--- config.mk ---
export PLATFORM = sky130hd
export DESIGN_NAME = operand_fetch
export DESIGN_NICKNAME = d
export VERILOG_FILES = /design/src/rtl/argon_pkg.sv /design/src/rtl/operand_bypass.sv /design/src/rtl/operand_fetch.sv
export SDC_FILE = /design/constraint.sdc
export NUM_CORES = 1
export LEC_CHECK = 0
export ABC_AREA = 1
export ABC_CLOCK_PERIOD_IN_PS = 2300
export BUFFER_PORTS_ARGS = -buffer_cell sky130_fd_sc_hd__buf_2
export CELL_PAD_IN_SITES_DETAIL_PLACEMENT = 0
export CELL_PAD_IN_SITES_GLOBAL_PLACEMENT = 1
export CORE_ASPECT_RATIO = 1.75
export CORE_MARGIN = 4
export CORE_UTILIZATION = 37
export CTS_CLUSTER_DIAMETER = 40
export CTS_CLUSTER_SIZE = 24
export DETAILED_ROUTE_END_ITERATION = 7
export PLACE_DENSITY = 0.92
export SLEW_MARGIN = 20
export SYNTH_ARGS = -nofsm -noshare
export SYNTH_HDL_FRONTEND = slang
export SYNTH_HIERARCHICAL = 1
export SYNTH_SLANG_ARGS = --single-unit
--- constraint.sdc ---
create_clock -name i_clk -period 2.3 [get_ports i_clk]
set_clock_uncertainty 0.2 [all_clocks]
set_input_delay 0.345 -clock i_clk [delete_from_list [all_inputs] [get_ports i_clk]]
set_output_delay 0.345 -clock i_clk [all_outputs]
set_load 0.1 [all_outputs]
--- src/rtl/argon_pkg.sv ---
// Shared pipeline widths and word/index types for the argon core.
package argon_pkg;
    localparam int XLEN       = 32;
    localparam int REG_ADDR_W = 5;

    typedef logic [XLEN-1:0]       word_t;
    typedef logic [REG_ADDR_W-1:0] reg_idx_t;
endpackage

--- src/rtl/operand_bypass.sv ---
// One-operand forwarding mux: resolves the read-pending value and flags a same-cycle write hit.
module operand_bypass
    import argon_pkg::*;
#(
    parameter int XLEN       = argon_pkg::XLEN,
    parameter int REG_ADDR_W = argon_pkg::REG_ADDR_W
) (
    input  logic [REG_ADDR_W-1:0] idx_i,
    input  logic [XLEN-1:0]       rf_i,
    input  logic                  fwd_i,
    input  logic [XLEN-1:0]       fwd_data_i,
    input  logic                  wb_en_i,
    input  logic [REG_ADDR_W-1:0] wb_sel_i,
    input  logic [XLEN-1:0]       wb_data_i,
    output logic [XLEN-1:0]       s1_val_o,
    output logic                  wb_hit_o
);
    logic idx_zero;

    assign idx_zero = (idx_i == '0);

    // x0 reads as zero regardless of what the register file or forward path say.
    assign s1_val_o = idx_zero ? '0 : (fwd_i ? fwd_data_i : rf_i);
    assign wb_hit_o = wb_en_i && (wb_sel_i == idx_i) && !idx_zero;
endmodule

--- src/rtl/operand_fetch.sv ---
// Register-read stage: read-pending slot S1 feeding output slot S2, with write-port snooping.
module operand_fetch
    import argon_pkg::*;
#(
    parameter int XLEN       = argon_pkg::XLEN,
    parameter int REG_ADDR_W = argon_pkg::REG_ADDR_W,
    parameter int CTRL_W     = 16
) (
    input  logic                  i_clk,
    input  logic                  i_reset,
    input  logic                  i_valid,
    output logic                  o_ready,
    input  logic [REG_ADDR_W-1:0] i_rs1,
    input  logic [REG_ADDR_W-1:0] i_rs2,
    input  logic [REG_ADDR_W-1:0] i_rd,
    input  logic [CTRL_W-1:0]     i_ctrl,
    output logic [REG_ADDR_W-1:0] o_sel_a,
    output logic [REG_ADDR_W-1:0] o_sel_b,
    input  logic [XLEN-1:0]       i_rf_a,
    input  logic [XLEN-1:0]       i_rf_b,
    input  logic                  i_wb_en,
    input  logic [REG_ADDR_W-1:0] i_wb_sel,
    input  logic [XLEN-1:0]       i_wb_data,
    output logic                  o_valid,
    input  logic                  i_ready,
    output logic [XLEN-1:0]       o_rs1_val,
    output logic [XLEN-1:0]       o_rs2_val,
    output logic [REG_ADDR_W-1:0] o_rd,
    output logic [CTRL_W-1:0]     o_ctrl
);
    logic                  v1_q, v1_d;
    logic [REG_ADDR_W-1:0] rs1_1_q, rs1_1_d, rs2_1_q, rs2_1_d, rd_1_q, rd_1_d;
    logic [CTRL_W-1:0]     ctrl_1_q, ctrl_1_d;
    logic                  fwd_a_q, fwd_a_d, fwd_b_q, fwd_b_d;
    logic [XLEN-1:0]       fwd_data_a_q, fwd_data_a_d, fwd_data_b_q, fwd_data_b_d;
    logic                  v2_q, v2_d;
    logic [XLEN-1:0]       rs1_val_q, rs1_val_d, rs2_val_q, rs2_val_d;
    logic [REG_ADDR_W-1:0] rs1_2_q, rs1_2_d, rs2_2_q, rs2_2_d, rd_2_q, rd_2_d;
    logic [CTRL_W-1:0]     ctrl_2_q, ctrl_2_d;

    logic            move_out, move_12, accept;
    logic [XLEN-1:0] s1_a, s1_b;
    logic            hit_a, hit_b, hold_hit_a, hold_hit_b;

    assign move_out = v2_q && i_ready;
    assign move_12  = v1_q && (!v2_q || i_ready);
    assign o_ready  = !i_reset && (!v1_q || move_12);
    assign accept   = i_valid && o_ready;

    // A stalled S1 keeps presenting its own indices, so the register file re-reads them every cycle.
    assign o_sel_a = i_reset ? '0 : (accept ? i_rs1 : rs1_1_q);
    assign o_sel_b = i_reset ? '0 : (accept ? i_rs2 : rs2_1_q);

    operand_bypass #(.XLEN(XLEN), .REG_ADDR_W(REG_ADDR_W)) u_bypass_a (
        .idx_i(rs1_1_q), .rf_i(i_rf_a), .fwd_i(fwd_a_q), .fwd_data_i(fwd_data_a_q),
        .wb_en_i(i_wb_en), .wb_sel_i(i_wb_sel), .wb_data_i(i_wb_data),
        .s1_val_o(s1_a), .wb_hit_o(hit_a)
    );

    operand_bypass #(.XLEN(XLEN), .REG_ADDR_W(REG_ADDR_W)) u_bypass_b (
        .idx_i(rs2_1_q), .rf_i(i_rf_b), .fwd_i(fwd_b_q), .fwd_data_i(fwd_data_b_q),
        .wb_en_i(i_wb_en), .wb_sel_i(i_wb_sel), .wb_data_i(i_wb_data),
        .s1_val_o(s1_b), .wb_hit_o(hit_b)
    );

    assign hold_hit_a = i_wb_en && (i_wb_sel == rs1_2_q) && (rs1_2_q != '0);
    assign hold_hit_b = i_wb_en && (i_wb_sel == rs2_2_q) && (rs2_2_q != '0);

    always_comb begin
        // NOTE: every _d starts as its _q so no path through this block can infer a latch.
        v1_d         = v1_q;
        rs1_1_d      = rs1_1_q;
        rs2_1_d      = rs2_1_q;
        rd_1_d       = rd_1_q;
        ctrl_1_d     = ctrl_1_q;
        v2_d         = v2_q;
        rs1_val_d    = rs1_val_q;
        rs2_val_d    = rs2_val_q;
        rs1_2_d      = rs1_2_q;
        rs2_2_d      = rs2_2_q;
        rd_2_d       = rd_2_q;
        ctrl_2_d     = ctrl_2_q;

        // Same-edge write: the register file returns the old word, so remember the new one.
        fwd_a_d      = i_wb_en && (i_wb_sel == o_sel_a) && (o_sel_a != '0);
        fwd_b_d      = i_wb_en && (i_wb_sel == o_sel_b) && (o_sel_b != '0);
        fwd_data_a_d = i_wb_data;
        fwd_data_b_d = i_wb_data;

        if (accept) begin
            v1_d     = 1'b1;
            rs1_1_d  = i_rs1;
            rs2_1_d  = i_rs2;
            rd_1_d   = i_rd;
            ctrl_1_d = i_ctrl;
        end else if (move_12) begin
            v1_d = 1'b0;
        end

        if (move_12) begin
            v2_d      = 1'b1;
            rs1_val_d = hit_a ? i_wb_data : s1_a;
            rs2_val_d = hit_b ? i_wb_data : s1_b;
            rs1_2_d   = rs1_1_q;
            rs2_2_d   = rs2_1_q;
            rd_2_d    = rd_1_q;
            ctrl_2_d  = ctrl_1_q;
        end else if (move_out) begin
            v2_d = 1'b0;
        end else if (v2_q) begin
            if (hold_hit_a) rs1_val_d = i_wb_data;
            if (hold_hit_b) rs2_val_d = i_wb_data;
        end
    end

    always_ff @(posedge i_clk) begin
        if (i_reset) begin
            // NOTE: sequential state uses <= so all registers update together from pre-edge values.
            v1_q         <= 1'b0;
            rs1_1_q      <= '0;
            rs2_1_q      <= '0;
            rd_1_q       <= '0;
            ctrl_1_q     <= '0;
            fwd_a_q      <= 1'b0;
            fwd_b_q      <= 1'b0;
            fwd_data_a_q <= '0;
            fwd_data_b_q <= '0;
            v2_q         <= 1'b0;
            rs1_val_q    <= '0;
            rs2_val_q    <= '0;
            rs1_2_q      <= '0;
            rs2_2_q      <= '0;
            rd_2_q       <= '0;
            ctrl_2_q     <= '0;
        end else begin
            v1_q         <= v1_d;
            rs1_1_q      <= rs1_1_d;
            rs2_1_q      <= rs2_1_d;
            rd_1_q       <= rd_1_d;
            ctrl_1_q     <= ctrl_1_d;
            fwd_a_q      <= fwd_a_d;
            fwd_b_q      <= fwd_b_d;
            fwd_data_a_q <= fwd_data_a_d;
            fwd_data_b_q <= fwd_data_b_d;
            v2_q         <= v2_d;
            rs1_val_q    <= rs1_val_d;
            rs2_val_q    <= rs2_val_d;
            rs1_2_q      <= rs1_2_d;
            rs2_2_q      <= rs2_2_d;
            rd_2_q       <= rd_2_d;
            ctrl_2_q     <= ctrl_2_d;
        end
    end

    assign o_valid   = v2_q;
    assign o_rs1_val = rs1_val_q;
    assign o_rs2_val = rs2_val_q;
    assign o_rd      = rd_2_q;
    assign o_ctrl    = ctrl_2_q;
endmodule

==> summary.txt <==
Run status
  • Status: complete, no violations

Routing
  • Final ANT Viol Nets: 0
  • Number of DRC violations after detailed routing: 0
  • Mean routed wirelength per cell: 15.2 um
  • Via count: 9,153
  • First-pass DRT Iterations: 5
  • Detailed-route vias per instance: 4.74
  • Initial drt markers: 435
  • WL final: 29,300 um

Critical path
  • Worst path max stage delay: 0.42 ns
  • Register-to-register setup slack: 0.16 ns
  • Critical path class: register to output port
  • Critical Path RT: 1.75 ns
  • Cell breakdown of the critical path: nand3_4 -> nand3_4 -> nand3_1 -> o21ai_4 -> buf_12
  • Cell repeated most along the worst path: nand3_4
  • Worst-path cell with the longest stage delay: dfxtp_1
  • Arrival @ worst endpoint: 1.65 ns
  • Capturing element type of the critical path: output port
  • Sort of element at the start of the critical path: register
  • CP max FO: 12

Cells and area
  • Area grow syn2layout: 28.9%
  • Filler cell count in the final layout: 2,399
  • Fraction of final layout cells with drive strength greater than 1: 21.0%
  • Register Area: 3250 um2
  • Multi-input combinational cell area: 4190 um2
  • # nets final: 1,753

Synthesis
  • Number of storage elements in the synthesis netlist: 162
  • Top-area cell type share of the netlist area: 36.8%
  • Mapped Area: 8810 um2
  • Largest cells by area after synthesis: dfxtp_1 37%, nand2_1 15%, inv_1 9.3%
  • Fraction of registers with async set/reset: 0%
  • Area leader, netlist: dfxtp_1
  • Primary flip-flop cell chosen by synthesis mapping: dfxtp_1
  • Number of enable-type register cells in the synthesized netlist: 0
  • Most frequently used cell type in the post-synthesis netlist: nand2_1
  • Warning count from the yosys run: 6
  • Net Count, Synth: 1,505
  • Post-synthesis average cell area: 6.44 um2
  • Post-synth cell types: 29
  • Sequential area share after synthesis: 36.8%
  • Most numerous cell types in the synthesized netlist: 347 x nand2_1, 219 x inv_1, 169 x nor2_1
  • Number of instances in the synthesized netlist: 1,368

Timing
  • Final critical-path required period: 2.20 ns
  • Final critical-path share of the clock period: 95.5%
  • Achievable frequency: 0.455 GHz
  • Transition time at the pin with the least slew margin: 0.891 ns
  • Max-Slew Margin vs Limit: 40.5%
  • Smallest hold slack: 0.0169 ns
  • Unrepaired setup endpoints after global routing: true
  • Number of slew-limit violations in the final report: 0
  • Count of endpoints failing setup in the final report: 0
  • Endpoints failing hold: 0

Power and ir drop
  • Cell leakage power: 0.00605 uW
  • Power consumption: 7800 uW
  • Largest vdd supply drop: 548 uV
  • Power per standard cell area: 687 nW/um2

Placed design
  • Final weighted congestion in routability-driven placement: 0.955
  • Total of buffers placed on input and output ports: 233
  • Detail Placement HPWL: 20,700 um

Clock tree
  • Number of levels in the clock H-tree: 4
  • TritonCTS clock tree: done
  • Clock root buffer: clkbuf_16
  • Sinks on Clock Net: 162
  • Clock Pin Slew Worst Setup and Hold Paths: 0.07 ns
  • Number of buffers created by CTS: 17
  • Latest clock arrival within the worst-skew pair: 0.43 ns
  • Number of buffers on the longest clock path: 2

Die
  • Rows: 74
  • Height of the chip: 212 um
  • Horizontal die dimension: 125 um
  • Number of top-level pins: 234
  • Starting Density: 37.6%
  • Die Area: 26,400 um2
  • Placeable core region: 23,400 um2

Worst hold path
  • Classification of the worst-slack hold path: primary input to register

Global routing
  • Global-route usage over all layers: 21.6%
  • Via count of the first global-routing pass: 8,982
  • Pin count of the biggest net entering global routing: 65
  • Remaining global-route overflow: 0
  • Wire length of the first global-routing pass: 45,800 um
  • Antenna violations before repair: 0

Job
  • Max Cap Violations: 0
[timing repair]
item | in CTS | in global routing
hold buffers | 44 | 0
pin swaps | 4 | 2
setup buffers | 2 | 0
gates cloned | 2 | 1
endpoints found under the setup margin | 21 | 37
endpoints found under the hold margin | 44 | 0
gates resized for setup | 4 | 3
[layout make-up]
type	count	area share (%)
timing repair buffer	314	18.7
antenna	1	0.0220
inverter	225	7.45
sequential	162	28.6
multi-input combinational	896	36.9
clock inverter	13	1.25
clock buffer	18	3.78
tap	304	3.35
[per-layer routing]
metal  up-vias  track usage [%]  part of all wire (%)
li1       4708                -                     -
met1      4123             22.3                    38
met3        68             5.46                   5.5
met4         0             10.8                   4.3
met2       254             40.4                    52
met5         -                0                     0
[cell usage in the layout (no fill, tap or decap), types with 18 or more instances in the layout]
| master | instances |
|---|---|
| buf_4 | 29 |
| a21oi_1 | 81 |
| dlygate4sd3_1 | 44 |
| nor2_1 | 167 |
| inv_1 | 218 |
| nand3_1 | 18 |
| buf_2 | 224 |
| o21ai_0 | 102 |
| nand2_1 | 338 |
| nand3b_1 | 64 |
| dfxtp_1 | 159 |
| o21ai_1 | 76 |
[path summary, 6_finish.rpt]
| path | from | to | cells past startpoint |
|---|---|---|---|
| hold reg to reg | rd_1_q[2]$_SDFFE_PP0N_ | rd_1_q[2]$_SDFFE_PP0N_ | 2 |
| hold / removal | i_ctrl[9] | ctrl_1_q[9]$_SDFFE_PP0N_ | 3 |
| setup reg to reg | rs2_1_q[1]$_DFF_P_ | o_rs2_val[10]$_SDFFE_PP0P_ | 12 |
| setup / recovery | v1_q$_SDFFE_PP0P_ | o_sel_a[1] | 5 |
[flip-flops by register name (all words and copies together), names as in the netlist]
signal,count
rs2_2_q,5
fwd_b_q,1
ctrl_1_q,16
rs1_2_q,5
o_rs2_val,32
fwd_a_q,1
fwd_data_b_q,32
o_rs1_val,32
rs1_1_q,5
o_valid,1
rd_1_q,5
o_ctrl,16
rs2_1_q,5
o_rd,5
v1_q,1
[power breakdown]
group          switching, uW  leakage, uW  internal [uW]  total, uW
Combinational           1390      0.00444            547       1940
Sequential              92.9      0.00133           2960       3060
Clock                   1270     0.000279           1530       2800
Total                   2760      0.00605           5040       7800
[through the flow]
step	worst slack, ns	setup TNS, ns	cell area [um2]	cells	utilization [%]
detailed placement	-0.207	-2.78	10300	1853	43.8
finish	0.103	0	11400	1933	48.5
global placement	-0.320	-8.35	10200	1852	43.7
global route	-0.00732	-0.0142	11300	1932	48.4
floorplan	0.00309	0	8840	1368	-
CTS	0.0151	0	11300	1932	48.4
[cell families (layout without fill, tap and decap cells)]
group | count (synthesis) | count (layout) | share of synthesized area [%]
other | 0 | 1 | 0
buffers and inverters | 312 | 570 | 16.5
and+or+nand+nor | 628 | 630 | 31.4
AOI/OAI and AO/OA | 263 | 263 | 15.0
xor gates and xnor gates | 3 | 3 | 0.298
DFF | 162 | 162 | 36.8
[critical path, delay by kind of cell, from the launching register on]
kind / cells / cell delay (ns)
AND/OR/NAND/NOR: 3 / 0.47
flip-flops: 1 / 0.42
buffers and inverters: 1 / 0.20
AO/OA/AOI/OAI: 1 / 0.13
(Power assumes the default switching activity.)
